`src/rtl/ps2_rx_frame.sv`:
```
// ps2_rx_frame: PS/2 device-to-host frame receiver (sync, clock de-glitch, 11-bit deserializer)
// Ports: Clk/Reset_n (async active-low) system clock and reset; PS2Clk/PS2Data raw pad lines;
//        Enable 0 forces the receiver idle; RxData last good byte; RxValid good-byte strobe;
//        RxErr parity/stop/timeout strobe; Busy high while a frame is in progress.
// Define PS2_RX_TIMEOUT_EN to compile in the inter-edge watchdog (TIMEOUT_CYCLES).
module ps2_rx_frame #(
    parameter int FILTER_LEN     = 8,
    parameter int TIMEOUT_CYCLES = 10000
) (
    input  logic       Clk,
    input  logic       Reset_n,
    input  logic       PS2Clk,
    input  logic       PS2Data,
    input  logic       Enable,
    output logic [7:0] RxData,
    output logic       RxValid,
    output logic       RxErr,
    output logic       Busy
);
    localparam logic [1:0] S_IDLE = 2'd0, S_DATA = 2'd1, S_PARITY = 2'd2, S_STOP = 2'd3;
    logic       clk_s1, clk_s2, dat_s1, dat_s2;
    logic       flt_clk, flt_d, fall;
    logic [7:0] flt_cnt;
    logic [1:0] state;
    logic [2:0] bit_cnt;
    logic [7:0] shift;
    logic       par;
    logic       tmo_hit;
    always_ff @(posedge Clk or negedge Reset_n) begin
        if (!Reset_n) begin
            clk_s1  <= 1'b1;
            clk_s2  <= 1'b1;
            dat_s1  <= 1'b1;
            dat_s2  <= 1'b1;
            flt_clk <= 1'b1;
            flt_d   <= 1'b1;
            flt_cnt <= '0;
            fall    <= 1'b0;
        end else begin
            clk_s1  <= PS2Clk;
            clk_s2  <= clk_s1;
            dat_s1  <= PS2Data;
            dat_s2  <= dat_s1;
            flt_d   <= flt_clk;
            fall    <= flt_d & ~flt_clk;
            // filtered clock only follows a level held for FILTER_LEN samples
            if (clk_s2 == flt_clk) flt_cnt <= '0;
            else if (flt_cnt == 8'(FILTER_LEN - 1)) begin
                flt_clk <= clk_s2;
                flt_cnt <= '0;
            end else flt_cnt <= flt_cnt + 8'd1;
        end
    end
    always_ff @(posedge Clk or negedge Reset_n) begin
        if (!Reset_n) begin
            state   <= S_IDLE;
            bit_cnt <= '0;
            shift   <= '0;
            par     <= 1'b0;
            RxData  <= '0;
            RxValid <= 1'b0;
            RxErr   <= 1'b0;
        end else begin
            RxValid <= 1'b0;
            RxErr   <= 1'b0;
            if (!Enable) state <= S_IDLE;
            else if (fall) begin
                case (state)
                    S_IDLE: if (!dat_s2) begin
                        state   <= S_DATA;
                        bit_cnt <= '0;
                    end
                    S_DATA: begin
                        shift   <= {dat_s2, shift[7:1]};
                        bit_cnt <= bit_cnt + 3'd1;
                        state   <= (bit_cnt == 3'd7) ? S_PARITY : S_DATA;
                    end
                    S_PARITY: begin
                        par   <= dat_s2;
                        state <= S_STOP;
                    end
                    default: begin
                        state <= S_IDLE;
                        // odd parity: data plus parity bit must hold an odd number of ones
                        if (dat_s2 && (^shift ^ par)) begin
                            RxData  <= shift;
                            RxValid <= 1'b1;
                        end else RxErr <= 1'b1;
                    end
                endcase
            end else if (tmo_hit) begin
                state <= S_IDLE;
                RxErr <= 1'b1;
            end
        end
    end
`ifdef PS2_RX_TIMEOUT_EN
    localparam int TW = $clog2(TIMEOUT_CYCLES + 1);
    logic [TW-1:0] tmo_cnt;
    // hit one count early so the error lands TIMEOUT_CYCLES+1 cycles after the fall flag
    assign tmo_hit = (state != S_IDLE) && (tmo_cnt == TW'(TIMEOUT_CYCLES - 1));
    always_ff @(posedge Clk or negedge Reset_n) begin
        if (!Reset_n) tmo_cnt <= '0;
        else tmo_cnt <= (!Enable || fall || state == S_IDLE || tmo_hit) ? '0 : tmo_cnt + TW'(1);
    end
`else
    localparam int unused_timeout = TIMEOUT_CYCLES;
    assign tmo_hit = 1'b0;
`endif
    assign Busy = (state != S_IDLE);
endmodule

```
`config.mk`:
```
export PLATFORM = sky130hd
export DESIGN_NAME = ps2_rx_frame
export DESIGN_NICKNAME = d
export VERILOG_FILES = /design/src/rtl/ps2_rx_frame.sv
export SDC_FILE = /design/constraint.sdc
export NUM_CORES = 1
export LEC_CHECK = 0
export CAP_MARGIN = 20
export CORE_UTILIZATION = 50
export CTS_CLUSTER_SIZE = 24
export DETAILED_ROUTE_END_ITERATION = 8
export GPL_TIMING_DRIVEN = 0
export PLACE_DENSITY = 0.78
export SLEW_MARGIN = 20
export SYNTH_ARGS = -nofsm -noshare
export SYNTH_HDL_FRONTEND = slang
export SYNTH_SLANG_ARGS = --single-unit
```
`constraint.sdc`:
```
create_clock -name Clk -period 1.9 [get_ports Clk]
set_input_delay 0.38 -clock Clk [delete_from_list [all_inputs] [get_ports Clk]]
set_output_delay 0.38 -clock Clk [all_outputs]
set_load 0.02 [all_outputs]
```
=== Word level (Yosys, flattened, before mapping) ===
Cells that the tools add are included.

* Reduce and logical (&&, ||, !) cells: 12
* Bitwise operators: 5
* Muxes and demuxes: 17
* Add/subtract/negate cells: 2
* Equal/unequal tests: 8

{| class="wikitable"
|+ Operators with widths
! operator !! count
|-
| 8-bit 2-to-1 mux || 2
|-
| 8-bit by 1-bit adder with 8-bit output (second input constant) || 1
|-
| 8-bit by 3-bit equality test with 1-bit output (second input constant) || 1
|-
| 1-bit 2-to-1 mux || 8
|-
| 2-bit 2-to-1 mux || 4
|-
| 4-bit AND reduction || 2
|-
| 8-bit XOR reduction || 1
|-
| 2-bit one-hot mux with 3 select lines || 1
|-
| 3-bit one-hot mux with 2 select lines || 1
|-
| 3-bit AND reduction || 2
|-
| 2-bit AND reduction || 2
|-
| 2-bit nonzero test || 2
|-
| 3-bit by 1-bit adder with 3-bit output (second input constant) || 1
|-
| 3-bit equality test (second input constant) || 1
|-
| 3-bit 2-to-1 mux || 1
|-
| 3-bit inequality test (second input constant) || 1
|-
| 1-bit inverter || 3
|-
| 3-bit OR reduction || 1
|-
| 2-bit by 1-bit equality test with 1-bit output (second input constant) || 1
|-
| 2-bit equality test (second input constant) || 1
|-
| 2-bit zero test || 1
|-
| 2-bit by 1-bit inequality test with 1-bit output (second input constant) || 1
|-
| 2-bit inequality test (second input constant) || 1
|-
| 1-bit AND || 1
|-
| other kinds (3) || 3
|}

* Flip-flop bits (word level): 39
* Output and inout port bits: 11
* Input bits: 5
* Word-level logic and storage cells: 59

=== Logic depth before layout (Yosys ltp) ===
* Word-level depth: 7
* Depth in mapped cells: 5
* Gate-level depth less buffers: 5

=== Worst setup path after synthesis ===
Ideal clock, no wire load.

* Kind: register -> register
* Start point: register shift[1]
* End point: register RxData[0]
* Setup time: 0.125 ns
* Stages on the path, launching flop included: 5
* Buffers on the path: 0
* Clock period less this slack: 1.961 ns
* Data required time: 1.775 ns
* Data arrival time: 1.837 ns
* Setup slack: -0.061 ns
* Cells stage by stage: dfrtp_1 > xor3_4 > or3_1 > mux2i_4 > mux2_2

* Word-level cells in the longest chain between the ends: 4

{| class="wikitable"
|+ Ends and longest elaborated chain
! what !! RTL line !! source
|-
| from (decl) || 26 || <nowiki>logic [7:0] shift;</nowiki>
|-
| from (signal assigned) || 74 || <nowiki>shift <= {dat_s2, shift[7:1]};</nowiki>
|-
| 8-bit XOR reduction || 85 || <nowiki>if (dat_s2 && (^shift ^ par)) begin</nowiki>
|-
| 1-bit XOR || 85 ||
|-
| 1-bit logical AND || 85 ||
|-
| 4-bit AND reduction (no line) || n/a ||
|-
| to (signal assigned) || 86 || <nowiki>RxData <= shift;</nowiki>
|-
| to (decl) || 15 || <nowiki>output logic [7:0] RxData,</nowiki>
|}

Every way passes these cells.
A chain may end at the register's enable or synchronous reset.

=== Worst setup path after layout ===
Same ends and word-level chain as after synthesis.

==> results.md <==
- Outcome: complete, but fails checks
- Violated checks: negative setup slack
- Seq cells post-synth: 39
- Synth Flop Type: dfrtp_1
- CTS buffer count: 5
- Async SR Flop Fraction: 1.000
- Crit-path max FO: 4
- Slew headroom: 0.6382
- Netlist cell types: 27
- Post-Place Cells: 180
- Compound-Gate Fraction of Synth Area: 0.03443
- Final Max Tran Viols: 0
- # IOs: 16
- CTS root buf: clkbuf_4
- Yosys Warn Count: 0
- Total GRT Usage: 0.1842
- 1st-iter DRT viols: 31
- Worst EP required: 2.13 ns
- Startpoint types: flip-flop
- F_max: 501.0 MHz
- Hold violation total from the final report: 0
- Setup crit end kind: flip-flop
- Setup TNS: -0.6907 ns
- CTS Buffer Depth: 2
- Crit-path max cell delay: 0.46 ns
- Num rows: 20
- Sequential area share after synthesis: 0.6014
- Via density: 5.093
- Antenna Nets Post-Route: 0
- Clk slew on worst S/H paths: 0.12 ns
- Max-cap check violation count: 0
- Ratio of cells with drive above 1 in the final layout: 0.3000
- Initial antenna violation count: 0
- Syn Std Cell Area: 0.001635 mm2
- # diodes: 0
- Setup CP Type: reg -> reg
- Post-synth EDFFs: 0
- Final hold slack: 0.3619 ns
- Fraction of the mapped netlist area in adder cells: 0.02295
- DRT Pass-1 Iters: 4
- Largest family of logic cells by synthesized area: multiplexers
- CTS tree: done
- Sinks on Clock Net: 39
- Critical path, cell by cell: xor3_4, or3b_4, mux2i_4, buf_6, mux2_4
- Yosys top cell by area: dfrtp_1
- Finished Layout Cells: 194
- CTS H-Tree Depth: 2
- WL/cell: 13.51 um
- Number of global-route vias before repair: 1024
- Finish-stage setup viols: 8
- Synth cell count leaders: dfrtp_1 (33), mux2_2 (18), nor2_1 (9), xor2_1 (8), nand3_1 (7)
- DRC viols: 0
- Crit path buf inv count: 1
- Most frequent cell after synthesis: dfrtp_1
- Tcrit/Tclk final: 1.050
- PD cells: 883.2 mW/mm2
- Final WL: 2.621 mm
- Synth area leaders: dfrtp_1 (50%), mux2_2 (12%), dfstp_2 (9.6%)
- Worst-margin pin slew: 0.5426 ns
- Layout area overhead: 25.63%
- Yosys top cell area share: 0.5050
- Die Footprint: 0.003503 mm2
- Die Y: 59.19 um
- Delay-heaviest family, CP: multiplexers
- Dpl hpwl: 1.751 mm
- Syn_nets: 128
- PortBufs: 15
- Crit path DAT: 2.23 ns
- Clock Skew: 0.01158 ns
- Minimum clock period: 1.996 ns
- Final core utilization: 0.6675
- Critical-path top delay cell: xor3_4
- First-pass GRT wire length: 4.581 mm
- Post-layout nets: 157
- Via Count: 988
- Cells after synthesis: 120
- Leak: 0.9786 nW
- Worst hold path type: reg -> reg
- RSZ-0062 raised after global routing: yes
- CORE AREA: 0.003078 mm2
- RePlAce Congestion: 0.7348
- Xor/xnor share of the synthesized area: 0.08952
- Initial Util: 0.5313
- Worst-Skew Late Latency: 0.34 ns
- Horiz. Die Dim: 59.19 um
- GR Overflow Total: 0
- Slack of the critical path: -0.09593 ns
- Peak VDD IR: 0.6249 mV
- Proportion of synthesized area in mux cells: 0.1377
- Synthesized area per cell: 13.63 um2
- Largest net degree at the start of global routing: 35
- Post-Synth Simple-Gate Area: 0.1025
-- per-layer routing --
metal / up-vias / wire (um) / global-route usage
li1: 474 / - / -
met1: 489 / 1180 / 0.2277
met2: 20 / 1318 / 0.3002
met3: 5 / 96 / 0.05895
met4: 0 / 27 / 0.07143
met5: - / 0 / 0
-- registers in the layout, summed over array words and instances (netlist names) --
signal / cells
dat_s1: 1
state: 2
flt_cnt: 8
RxValid: 1
dat_s2: 1
RxErr: 1
bit_cnt: 3
par: 1
flt_d: 1
clk_s1: 1
clk_s2: 1
fall: 1
flt_clk: 1
shift: 8
RxData: 8
-- report_power, final --
group / switching (mW) / internal, mW
clock: 0.268 / 0.409
sequential: 0.0634 / 0.910
combinational: 0.0904 / 0.0743
total: 0.421 / 1.39
-- area by class of cell --
class | count | area (um2)
Sequential cell | 39 | 984.7
Inverter | 3 | 11.26
Clock buffer | 5 | 37.54
Multi-Input combinational cell | 76 | 668.1
Clock inverter | 3 | 67.56
Buffer | 1 | 3.754
Fill cell | 240 | 1023
Timing Repair Buffer | 23 | 226.5
Tap cell | 44 | 55.05
-- layout by cell type (no fill, tap or decap), types with 2 or more instances in the layout --
| cell | n |
|---|---|
| clkbuf_4 | 5 |
| buf_4 | 4 |
| nor2b_1 | 2 |
| nand4_1 | 2 |
| buf_6 | 2 |
| xnor2_1 | 3 |
| inv_1 | 3 |
| nor2_1 | 9 |
| nand2_1 | 4 |
| o21ai_0 | 3 |
| bufinv_16 | 2 |
| and3_1 | 2 |
| dfrtp_1 | 32 |
| clkdlybuf4s50_1 | 13 |
| xor2_1 | 8 |
| ha_1 | 3 |
| a22o_1 | 2 |
| and2_1 | 2 |
| mux2_4 | 8 |
| nand3_1 | 7 |
| mux2_2 | 10 |
| a21oi_1 | 3 |
| dfstp_2 | 6 |
-- logic make-up (layout without fill, tap and decap cells) --
logic type | Yosys count | after routing
AO/OA/AOI/OAI | 9 | 9
XOR/XNOR | 13 | 13
flip-flops | 39 | 39
multiplexers | 19 | 19
AND/OR/NAND/NOR | 32 | 32
adder cells (fa/ha/maj) | 3 | 3
buffers and inverters | 5 | 35
-- final timing paths --
check	start	endpoint	slack [ns]	depth (start not counted)
max	shift[1]$_DFFE_PN0P_	RxData[0]$_DFFE_PN0P_	-0.1	5
max in group asynchronous	Reset_n	dat_s1$_DFF_PN1_	1.04	3
min in group asynchronous	Reset_n	state[0]$_DFFE_PN0P_	0.39	2
min reg2reg	clk_s1$_DFF_PN1_	clk_s2$_DFF_PN1_	0.36	0
max reg2reg	shift[1]$_DFFE_PN0P_	RxData[0]$_DFFE_PN0P_	-0.1	5
min	clk_s1$_DFF_PN1_	clk_s2$_DFF_PN1_	0.36	0
-- what timing repair did --
| action | 4_1_cts | 5_1_grt |
|---|---|---|
| pin swaps | 1 | 1 |
| hold endpoints to repair | 5 | 0 |
| gates resized for setup | 12 | 0 |
| setup endpoints to repair | 9 | 8 |
| buffers inserted | 5 | 1 |
| gates cloned | 0 | 0 |
| hold buffers | 1 | 0 |
-- per-stage QoR --
stage	setup slack (ns)	power (mW)	area, um2
final	-0.09593	1.815	2054
after detailed placement	-0.4956	1.157	1861
after floorplan	-0.05014	1.082	1640
after CTS	-0.09808	1.832	2047
after global routing	-0.1415	1.907	2054
after global placement	-0.4270	1.139	1846
Note: power is estimated with default switching activity, not from simulation.
